<file path="src/rtl/data_mem_sequencer_if.sv">
// Word-wide data bus between the memory-stage sequencer and external data memory.
// The master side issues registered request fields; the slave answers with
// bus_ack and the read word.
interface data_mem_sequencer_if;
  logic        bus_req;
  logic        bus_we;
  logic [31:0] bus_addr;
  logic [3:0]  bus_be;
  logic [31:0] bus_wdata;
  logic        bus_ack;
  logic [31:0] bus_rdata;

  modport master (
    output bus_req,
    output bus_we,
    output bus_addr,
    output bus_be,
    output bus_wdata,
    input  bus_ack,
    input  bus_rdata
  );

  modport slave (
    input  bus_req,
    input  bus_we,
    input  bus_addr,
    input  bus_be,
    input  bus_wdata,
    output bus_ack,
    output bus_rdata
  );
endinterface

</file>
<file path="src/rtl/data_mem_sequencer.sv">
// data_mem_sequencer: turns each load/store of the single-cycle core's memory
// stage into one request/acknowledge transaction on a word-wide data bus,
// holding the core (stall) until it completes. Does byte-lane steering,
// alignment checking and load sign/zero extension.
// Optional feature macro: MEM_TIMEOUT_EN -- when defined, a REQ that sees no
// bus_ack for TIMEOUT_CYCLES cycles is aborted and bus_error pulses for the
// DONE cycle. When undefined, REQ waits indefinitely and bus_error is 0.
module data_mem_sequencer #(
  parameter int TIMEOUT_CYCLES = 16,
  parameter int CNT_W          = 8
) (
  input  logic                 clk,
  input  logic                 rst,
  input  logic                 MemWrite,
  input  logic                 MemToReg,
  input  logic [1:0]           MEM_size,
  input  logic                 unsigned_ALU_op,
  input  logic [31:0]          ALU_result,
  input  logic [31:0]          write_data,
  output logic [31:0]          read_data,
  output logic                 stall,
  output logic                 addr_error,
  output logic                 bus_error,
  data_mem_sequencer_if.master bus
);

  // Reject parameter sets where the timeout could never be reached.
  if (TIMEOUT_CYCLES < 1 || TIMEOUT_CYCLES > (2 ** CNT_W) - 1) begin : g_bad_timeout
    $error("data_mem_sequencer: TIMEOUT_CYCLES out of range for CNT_W");
  end

  typedef enum logic [1:0] {
    IDLE = 2'b00,
    REQ  = 2'b01,
    DONE = 2'b10
  } state_t;

  state_t      state_q, state_d;
  logic        bus_req_q, bus_req_d;
  logic        bus_we_q, bus_we_d;
  logic [31:0] bus_addr_q, bus_addr_d;
  logic [3:0]  bus_be_q, bus_be_d;
  logic [31:0] bus_wdata_q, bus_wdata_d;
  logic [31:0] read_data_q, read_data_d;
  logic [1:0]  lane_q, lane_d;
  logic [1:0]  size_q, size_d;
  logic        unsigned_q, unsigned_d;

  logic        op;
  logic        misaligned;
  logic [3:0]  be_calc;
  logic [31:0] wdata_calc;
  logic [31:0] load_ext;
  logic        timeout_hit;

  // Byte enables for an access of the given size at the given byte offset.
  function automatic logic [3:0] lane_enables(input logic [1:0] size, input logic [1:0] lo);
    logic [3:0] be;
    be = 4'b1111;
    case (size)
      2'b00: begin
        case (lo)
          2'b00:   be = 4'b0001;
          2'b01:   be = 4'b0010;
          2'b10:   be = 4'b0100;
          default: be = 4'b1000;
        endcase
      end
      2'b01:   be = lo[1] ? 4'b1100 : 4'b0011;
      default: be = 4'b1111;
    endcase
    return be;
  endfunction

  // Copy the store data into every lane it could land in, so the enables alone pick the target.
  function automatic logic [31:0] replicate(input logic [1:0] size, input logic [31:0] wd);
    logic [31:0] r;
    case (size)
      2'b00:   r = {wd[7:0], wd[7:0], wd[7:0], wd[7:0]};
      2'b01:   r = {wd[15:0], wd[15:0]};
      default: r = wd;
    endcase
    return r;
  endfunction

  // Pick the addressed lane out of the read word and widen it to 32 bits.
  function automatic logic [31:0] extend_load(input logic [1:0] size, input logic uns,
                                              input logic [1:0] lo, input logic [31:0] word);
    logic [7:0]  b;
    logic [15:0] h;
    logic [31:0] r;
    case (lo)
      2'b00:   b = word[7:0];
      2'b01:   b = word[15:8];
      2'b10:   b = word[23:16];
      default: b = word[31:24];
    endcase
    h = lo[1] ? word[31:16] : word[15:0];
    case (size)
      2'b00:   r = uns ? {24'h000000, b} : {{24{b[7]}}, b};
      2'b01:   r = uns ? {16'h0000, h} : {{16{h[15]}}, h};
      default: r = word;
    endcase
    return r;
  endfunction

  // Decode the incoming request and precompute its bus fields.
  always_comb begin
    op         = MemWrite | MemToReg;
    misaligned = (MEM_size == 2'b11) ||
                 ((MEM_size == 2'b01) && ALU_result[0]) ||
                 ((MEM_size == 2'b10) && (ALU_result[1:0] != 2'b00));
    be_calc    = lane_enables(MEM_size, ALU_result[1:0]);
    wdata_calc = replicate(MEM_size, write_data);
    load_ext   = extend_load(size_q, unsigned_q, lane_q, bus.bus_rdata);
  end

`ifdef MEM_TIMEOUT_EN
  localparam logic [CNT_W-1:0] TIMEOUT_LIMIT = CNT_W'(TIMEOUT_CYCLES);

  logic [CNT_W-1:0] cnt_q, cnt_d;
  logic             bus_error_q, bus_error_d;

  // Count REQ cycles without ack; the abort fires on the edge the count reaches the limit.
  always_comb begin
    cnt_d       = cnt_q;
    timeout_hit = 1'b0;
    case (state_q)
      REQ: begin
        if (!bus.bus_ack) begin
          cnt_d = cnt_q + 1'b1;
          if (cnt_d == TIMEOUT_LIMIT) begin
            timeout_hit = 1'b1;
          end
        end
      end
      DONE:    cnt_d = '0;
      default: cnt_d = cnt_q;
    endcase
    bus_error_d = timeout_hit;
  end

  // Wait counter and the error flag that covers exactly the aborted DONE cycle.
  always_ff @(posedge clk or posedge rst) begin
    if (rst) begin
      cnt_q       <= '0;
      bus_error_q <= 1'b0;
    end else begin
      cnt_q       <= cnt_d;
      bus_error_q <= bus_error_d;
    end
  end

  assign bus_error = bus_error_q;
`else
  assign timeout_hit = 1'b0;
  assign bus_error   = 1'b0;
`endif

  // Sequencer next-state logic: launch, wait for ack (or abort), then one retire cycle.
  always_comb begin
    state_d     = state_q;
    bus_req_d   = bus_req_q;
    bus_we_d    = bus_we_q;
    bus_addr_d  = bus_addr_q;
    bus_be_d    = bus_be_q;
    bus_wdata_d = bus_wdata_q;
    read_data_d = read_data_q;
    lane_d      = lane_q;
    size_d      = size_q;
    unsigned_d  = unsigned_q;
    stall       = 1'b0;
    addr_error  = 1'b0;
    case (state_q)
      IDLE: begin
        if (op) begin
          if (misaligned) begin
            addr_error = 1'b1;
          end else begin
            stall       = 1'b1;
            state_d     = REQ;
            bus_req_d   = 1'b1;
            bus_we_d    = MemWrite;
            bus_addr_d  = {ALU_result[31:2], 2'b00};
            bus_be_d    = be_calc;
            bus_wdata_d = wdata_calc;
            lane_d      = ALU_result[1:0];
            size_d      = MEM_size;
            unsigned_d  = unsigned_ALU_op;
          end
        end
      end
      REQ: begin
        stall = 1'b1;
        if (bus.bus_ack) begin
          bus_req_d = 1'b0;
          state_d   = DONE;
          if (!bus_we_q) begin
            read_data_d = load_ext;
          end
        end else if (timeout_hit) begin
          bus_req_d = 1'b0;
          state_d   = DONE;
        end
      end
      DONE: begin
        state_d = IDLE;
      end
      default: begin
        state_d   = IDLE;
        bus_req_d = 1'b0;
      end
    endcase
  end

  // State and registered bus fields; reset abandons any transaction in flight.
  always_ff @(posedge clk or posedge rst) begin
    if (rst) begin
      state_q     <= IDLE;
      bus_req_q   <= 1'b0;
      bus_we_q    <= 1'b0;
      bus_addr_q  <= 32'h0;
      bus_be_q    <= 4'h0;
      bus_wdata_q <= 32'h0;
      read_data_q <= 32'h0;
      lane_q      <= 2'b00;
      size_q      <= 2'b00;
      unsigned_q  <= 1'b0;
    end else begin
      state_q     <= state_d;
      bus_req_q   <= bus_req_d;
      bus_we_q    <= bus_we_d;
      bus_addr_q  <= bus_addr_d;
      bus_be_q    <= bus_be_d;
      bus_wdata_q <= bus_wdata_d;
      read_data_q <= read_data_d;
      lane_q      <= lane_d;
      size_q      <= size_d;
      unsigned_q  <= unsigned_d;
    end
  end

  assign bus.bus_req   = bus_req_q;
  assign bus.bus_we    = bus_we_q;
  assign bus.bus_addr  = bus_addr_q;
  assign bus.bus_be    = bus_be_q;
  assign bus.bus_wdata = bus_wdata_q;
  assign read_data     = read_data_q;

endmodule

</file>
<file path="src/flat_wrapper.sv">
// flat-port wrapper written by rule: the top's interface ports become plain ports
module data_mem_sequencer_flat 
#(
  parameter int TIMEOUT_CYCLES = 16,
  parameter int CNT_W          = 8
)
  (clk, rst, MemWrite, MemToReg, MEM_size, unsigned_ALU_op, ALU_result, write_data, read_data, stall, addr_error, bus_error, bus_bus_req, bus_bus_we, bus_bus_addr, bus_bus_be, bus_bus_wdata, bus_bus_ack, bus_bus_rdata);
  data_mem_sequencer_if bus_i ();
  input  logic clk;
  input  logic rst;
  input  logic MemWrite;
  input  logic MemToReg;
  input  logic [1:0] MEM_size;
  input  logic unsigned_ALU_op;
  input  logic [31:0] ALU_result;
  input  logic [31:0] write_data;
  output logic [31:0] read_data;
  output logic stall;
  output logic addr_error;
  output logic bus_error;
  output wire logic [$bits(bus_i.bus_req)-1:0] bus_bus_req;
  output wire logic [$bits(bus_i.bus_we)-1:0] bus_bus_we;
  output wire logic [$bits(bus_i.bus_addr)-1:0] bus_bus_addr;
  output wire logic [$bits(bus_i.bus_be)-1:0] bus_bus_be;
  output wire logic [$bits(bus_i.bus_wdata)-1:0] bus_bus_wdata;
  input wire logic [$bits(bus_i.bus_ack)-1:0] bus_bus_ack;
  input wire logic [$bits(bus_i.bus_rdata)-1:0] bus_bus_rdata;
  assign bus_bus_req = bus_i.bus_req;
  assign bus_bus_we = bus_i.bus_we;
  assign bus_bus_addr = bus_i.bus_addr;
  assign bus_bus_be = bus_i.bus_be;
  assign bus_bus_wdata = bus_i.bus_wdata;
  assign bus_i.bus_ack = bus_bus_ack;
  assign bus_i.bus_rdata = bus_bus_rdata;
  data_mem_sequencer #(.TIMEOUT_CYCLES(TIMEOUT_CYCLES), .CNT_W(CNT_W)) u_core (.clk(clk), .rst(rst), .MemWrite(MemWrite), .MemToReg(MemToReg), .MEM_size(MEM_size), .unsigned_ALU_op(unsigned_ALU_op), .ALU_result(ALU_result), .write_data(write_data), .read_data(read_data), .stall(stall), .addr_error(addr_error), .bus_error(bus_error), .bus(bus_i));
endmodule
</file>
<file path="config.mk">
export PLATFORM = sky130hd
export DESIGN_NAME = data_mem_sequencer_flat
export DESIGN_NICKNAME = d
export VERILOG_FILES = /design/src/rtl/data_mem_sequencer_if.sv /design/src/rtl/data_mem_sequencer.sv /design/src/flat_wrapper.sv
export SDC_FILE = /design/constraint.sdc
export NUM_CORES = 1
export LEC_CHECK = 0
export ABC_AREA = 1
export BUFFER_PORTS_ARGS = -buffer_cell sky130_fd_sc_hd__buf_2
export CORE_UTILIZATION = 50
export CTS_CLUSTER_DIAMETER = 100
export DETAILED_ROUTE_END_ITERATION = 16
export PLACE_DENSITY = 0.82
export SYNTH_ARGS = -nofsm -noshare
export SYNTH_HDL_FRONTEND = slang
export SYNTH_SLANG_ARGS = --single-unit
</file>
<file path="constraint.sdc">
create_clock -name clk -period 5.1 [get_ports clk]
set_clock_uncertainty 0.15 [all_clocks]
set_input_delay 0 -clock clk [delete_from_list [all_inputs] [get_ports clk]]
set_output_delay 0 -clock clk [all_outputs]
set_load 0.02 [all_outputs]
</file>
==> results.py <==
metrics = {
    "status": {
        "status": "complete, no violations",
    },
    "sta": {
        "relSlewSlack_pct": 50.85,
        "fin_crit_sh_pct": 52.74,
        "hold_viol": 0,
        "timing.fmax_mhz": 371.8,
        "worstMarginPinSlew_ps": 736.2,
        "finalMaxSlewViolations": 0,
        "setup_viol": 0,
        "setup_ws_ps": 2410,
        "min_period_ps": 2690,
        "rsz0062_at_grt": "false",
        "setup-tns-final_ps": 0,
    },
    "setup_path": {
        "reg2reg_slack_ps": 2410,
        "r2r-end": "u_core.read_data[8]",
        "cp_max_fo": 24,
        "critical_path_buf_inv_count": 2,
        "worstSetupStartpointType": "flop",
        "setup.worst_path.class": "flop to flop",
        "end_kind": "flop",
        "rr_startpoint": "u_core.lane_q[1]",
        "cpLargestDelayFamily": "simple AND/OR/NAND/NOR gates",
        "required_ps": 5260,
        "slowest_delay_ps": 730,
        "critPathSlowestCell": "dfrtp_1",
        "cp.arrival_ps": 2850,
        "worst-path-stages": 9,
        "rr_worst_depth": 9,
        "worstPathCellList": "inv_2 > nand2_1 > nand2_1 > nand3_1 > nand3_2 > nand2_1 > nand2_1 > dlygate4sd3_1 > nand2_1",
        "crit_top_cell": "nand2_1",
    },
    "global_routing": {
        "grt_max_degree": 63,
        "first_global_vias": 5670,
        "grt_overflow_total": 0,
        "grt_pass1_wl_um": 27280,
        "antenna_found_initial": 0,
        "grt.total_usage_pct": 31.45,
    },
    "clocking": {
        "cts_resized": 0,
        "cts_sinks": 107,
        "cts_tree": "done",
        "clkTransAtPathRegs_ps": 100,
        "htree_levels": 3,
        "postCtsHoldBufs": 115,
        "postCtsSetupBuffers": 0,
        "worstSkewPairLatency_ps": 370,
        "clockBufferDepth": 2,
        "ctsRootBufferMaster": "clkbuf_8",
        "cts_buffers": 9,
    },
    "worst_hold_path": {
        "min_to": "u_core.size_q[1]",
        "holdCritPathClass": "input port to flop",
        "hold_depth": 3,
        "hp-start": "MEM_size[1]",
    },
    "final_layout": {
        "n_fill_cell": 693,
        "seq_area_mm2": 0.002678,
        "antenna_cells": 0,
        "area_growth_pct": 44.85,
        "drive_gt1_share_pct": 24.62,
        "nets": 1086,
        "multiInputGateArea_mm2": 0.002102,
    },
    "place": {
        "place.gp.congestion": 0.9012,
        "dp_slack_ps": 2719,
        "io_buffers": 205,
        "post-dp-hpwl_um": 9869,
    },
    "synthesis": {
        "synthDistinctLibCells": 26,
        "ys_seq_area_share_pct": 51.29,
        "synth_warnings": 0,
        "postSynthAreaPerCell_um2": 7.632,
        "netlist_area_mm2": 0.005220,
        "ys_seq_elements": 107,
        "syn-instance-count": 684,
    },
    "routing": {
        "drt-initial-drc-count": 361,
        "ant_nets": 0,
        "routedWlPerCell_um": 14.93,
        "drtPass1Iterations": 7,
        "routed-via-count": 5741,
        "remaining_drc_errors": 0,
        "routed_via_density": 5.126,
        "finalWirelength_um": 16720,
    },
    "pwr": {
        "netSwitchingPower_mw": 1.594,
        "leakage_nw": 4.204,
        "p_clk_share_pct": 14.2,
        "p_int_mw": 1.974,
        "swShare_pct": 44.67,
        "combPwrFrac_pct": 46.3,
        "ir_drop_mv": 0.2371,
        "power_frac_seq_pct": 39.6,
        "p_per_area_mw_per_mm2": 471.9,
    },
    "die": {
        "die_height_um": 104.2,
        "core_area_mm2": 0.009955,
        "start_util_pct": 52.44,
        "ios": 209,
        "dieArea_mm2": 0.01085,
        "dieWidth_um": 104.2,
        "placementRows": 36,
    },
    "flow_run": {
        "cap_violations": 0,
    },
}
[layout make-up]
cell class	instances	area share (%)
multi-input cells	483	27.80
flip-flops and latches	107	35.41
clock inverters	4	0.4302
inverters	56	2.813
well taps	133	2.201
clock buffers	12	2.052
repair buffers	325	29.29
[synth_stat cells, drive strengths merged]
cell | n | area (µm²)
a31oi | 2 | 12.51
clkbuf | 12 | 46.29
o21a | 2 | 15.01
conb | 1 | 3.750
or2 | 16 | 100.1
inv | 56 | 210.2
a21oi | 47 | 235.2
o211ai | 7 | 52.55
nand2 | 310 | 1164
a211oi | 2 | 15.01
nand3 | 31 | 160.1
nor2 | 14 | 76.32
dfrtp | 107 | 2678
o21ai | 49 | 260.3
buf | 28 | 191.4
[through the flow]
stage	utilization, %	cell area, µm²	power [mW]	hold slack, ps	instances
4_1_cts	75.96	7561	3.528	58.02	1120
6_report	75.96	7561	3.568	91.92	1120
3_3_place_gp	62.51	6222	2.905	-31.68	989
2_1_floorplan	-	5228	2.420	-58.29	686
3_5_place_dp	62.51	6222	2.944	-19.78	989
5_1_grt	75.96	7561	3.791	128.4	1120
[layer usage]
layer	track usage [%]	part of all wire (%)
met5	0	0
met2	53.24	50
met4	13.67	3.2
met1	39.50	40
met3	5.639	7.1
[placed cells by master, fill, tap and decap left out, types with 2 or more instances in the layout]
cell type      instances
inv_1                 52
conb_1                 3
dfrtp_1              107
dlygate4sd3_1        115
o21a_1                 2
or2_2                  9
o211ai_1               7
clkbuf_8              11
o21ai_0               29
a211oi_1               2
o21ai_1               18
nand2_1              310
buf_4                  5
clkinvlp_4             2
nand3_1               30
inv_2                  3
buf_2                205
or2_1                  7
a21oi_1               47
inv_6                  2
nor2_1                12
a31oi_1                2
[worst reg2reg max path: stages (launching register included)]
cell           delay, ps
dfrtp_1              730
inv_2                200
nand2_1              140
nand2_1               50
nand3_1              120
nand3_2              400
nand2_1              170
nand2_1               60
dlygate4sd3_1        550
nand2_1               60
[power groups by stage]
stage | logic, mW | clock network (mW) | registers (mW)
after detailed placement | 1.54 | 0 | 1.40
after global placement | 1.50 | 0 | 1.41
after CTS | 1.62 | 0.512 | 1.39
after global routing | 1.80 | 0.548 | 1.44
after floorplan | 0.656 | 0 | 1.76
final | 1.65 | 0.505 | 1.41
[how the worst max path moves through the flow]
| stage | startpoint | to | slack [ps] |
|---|---|---|---|
| after floorplan | rst | u_core.bus.bus_addr[10] | 2130 |
| after global placement | MEM_size[1] | u_core.lane_q[0] | 2770 |
| after detailed placement | MEM_size[1] | u_core.bus.bus_wdata[18] | 2720 |
| after CTS | u_core.lane_q[1] | u_core.read_data[8] | 2490 |
| after global routing | u_core.lane_q[1] | u_core.read_data[8] | 2230 |
| final | u_core.lane_q[1] | u_core.read_data[8] | 2410 |
[cells by family (layout without fill, tap and decap cells)]
family          after synthesis  after routing  share of synthesized area (%)
flops                       107            107                          51.29
simple gates                371            371                          28.74
buf+inv                      96            397                          8.581
compound gates              109            109                          11.31
other cells                   1              3                        0.07184
[registers in the layout (all words and copies together), names as in the netlist]
signal	cells
u_core.size_q	2
u_core.bus.bus_addr	30
u_core.bus.bus_req	1
u_core.read_data	32
u_core.unsigned_q	1
u_core.bus.bus_wdata	32
u_core.bus.bus_be	4
u_core.state_q	2
u_core.lane_q	2
u_core.bus.bus_we	1
No activity file was read; power rests on OpenSTA's default activity.
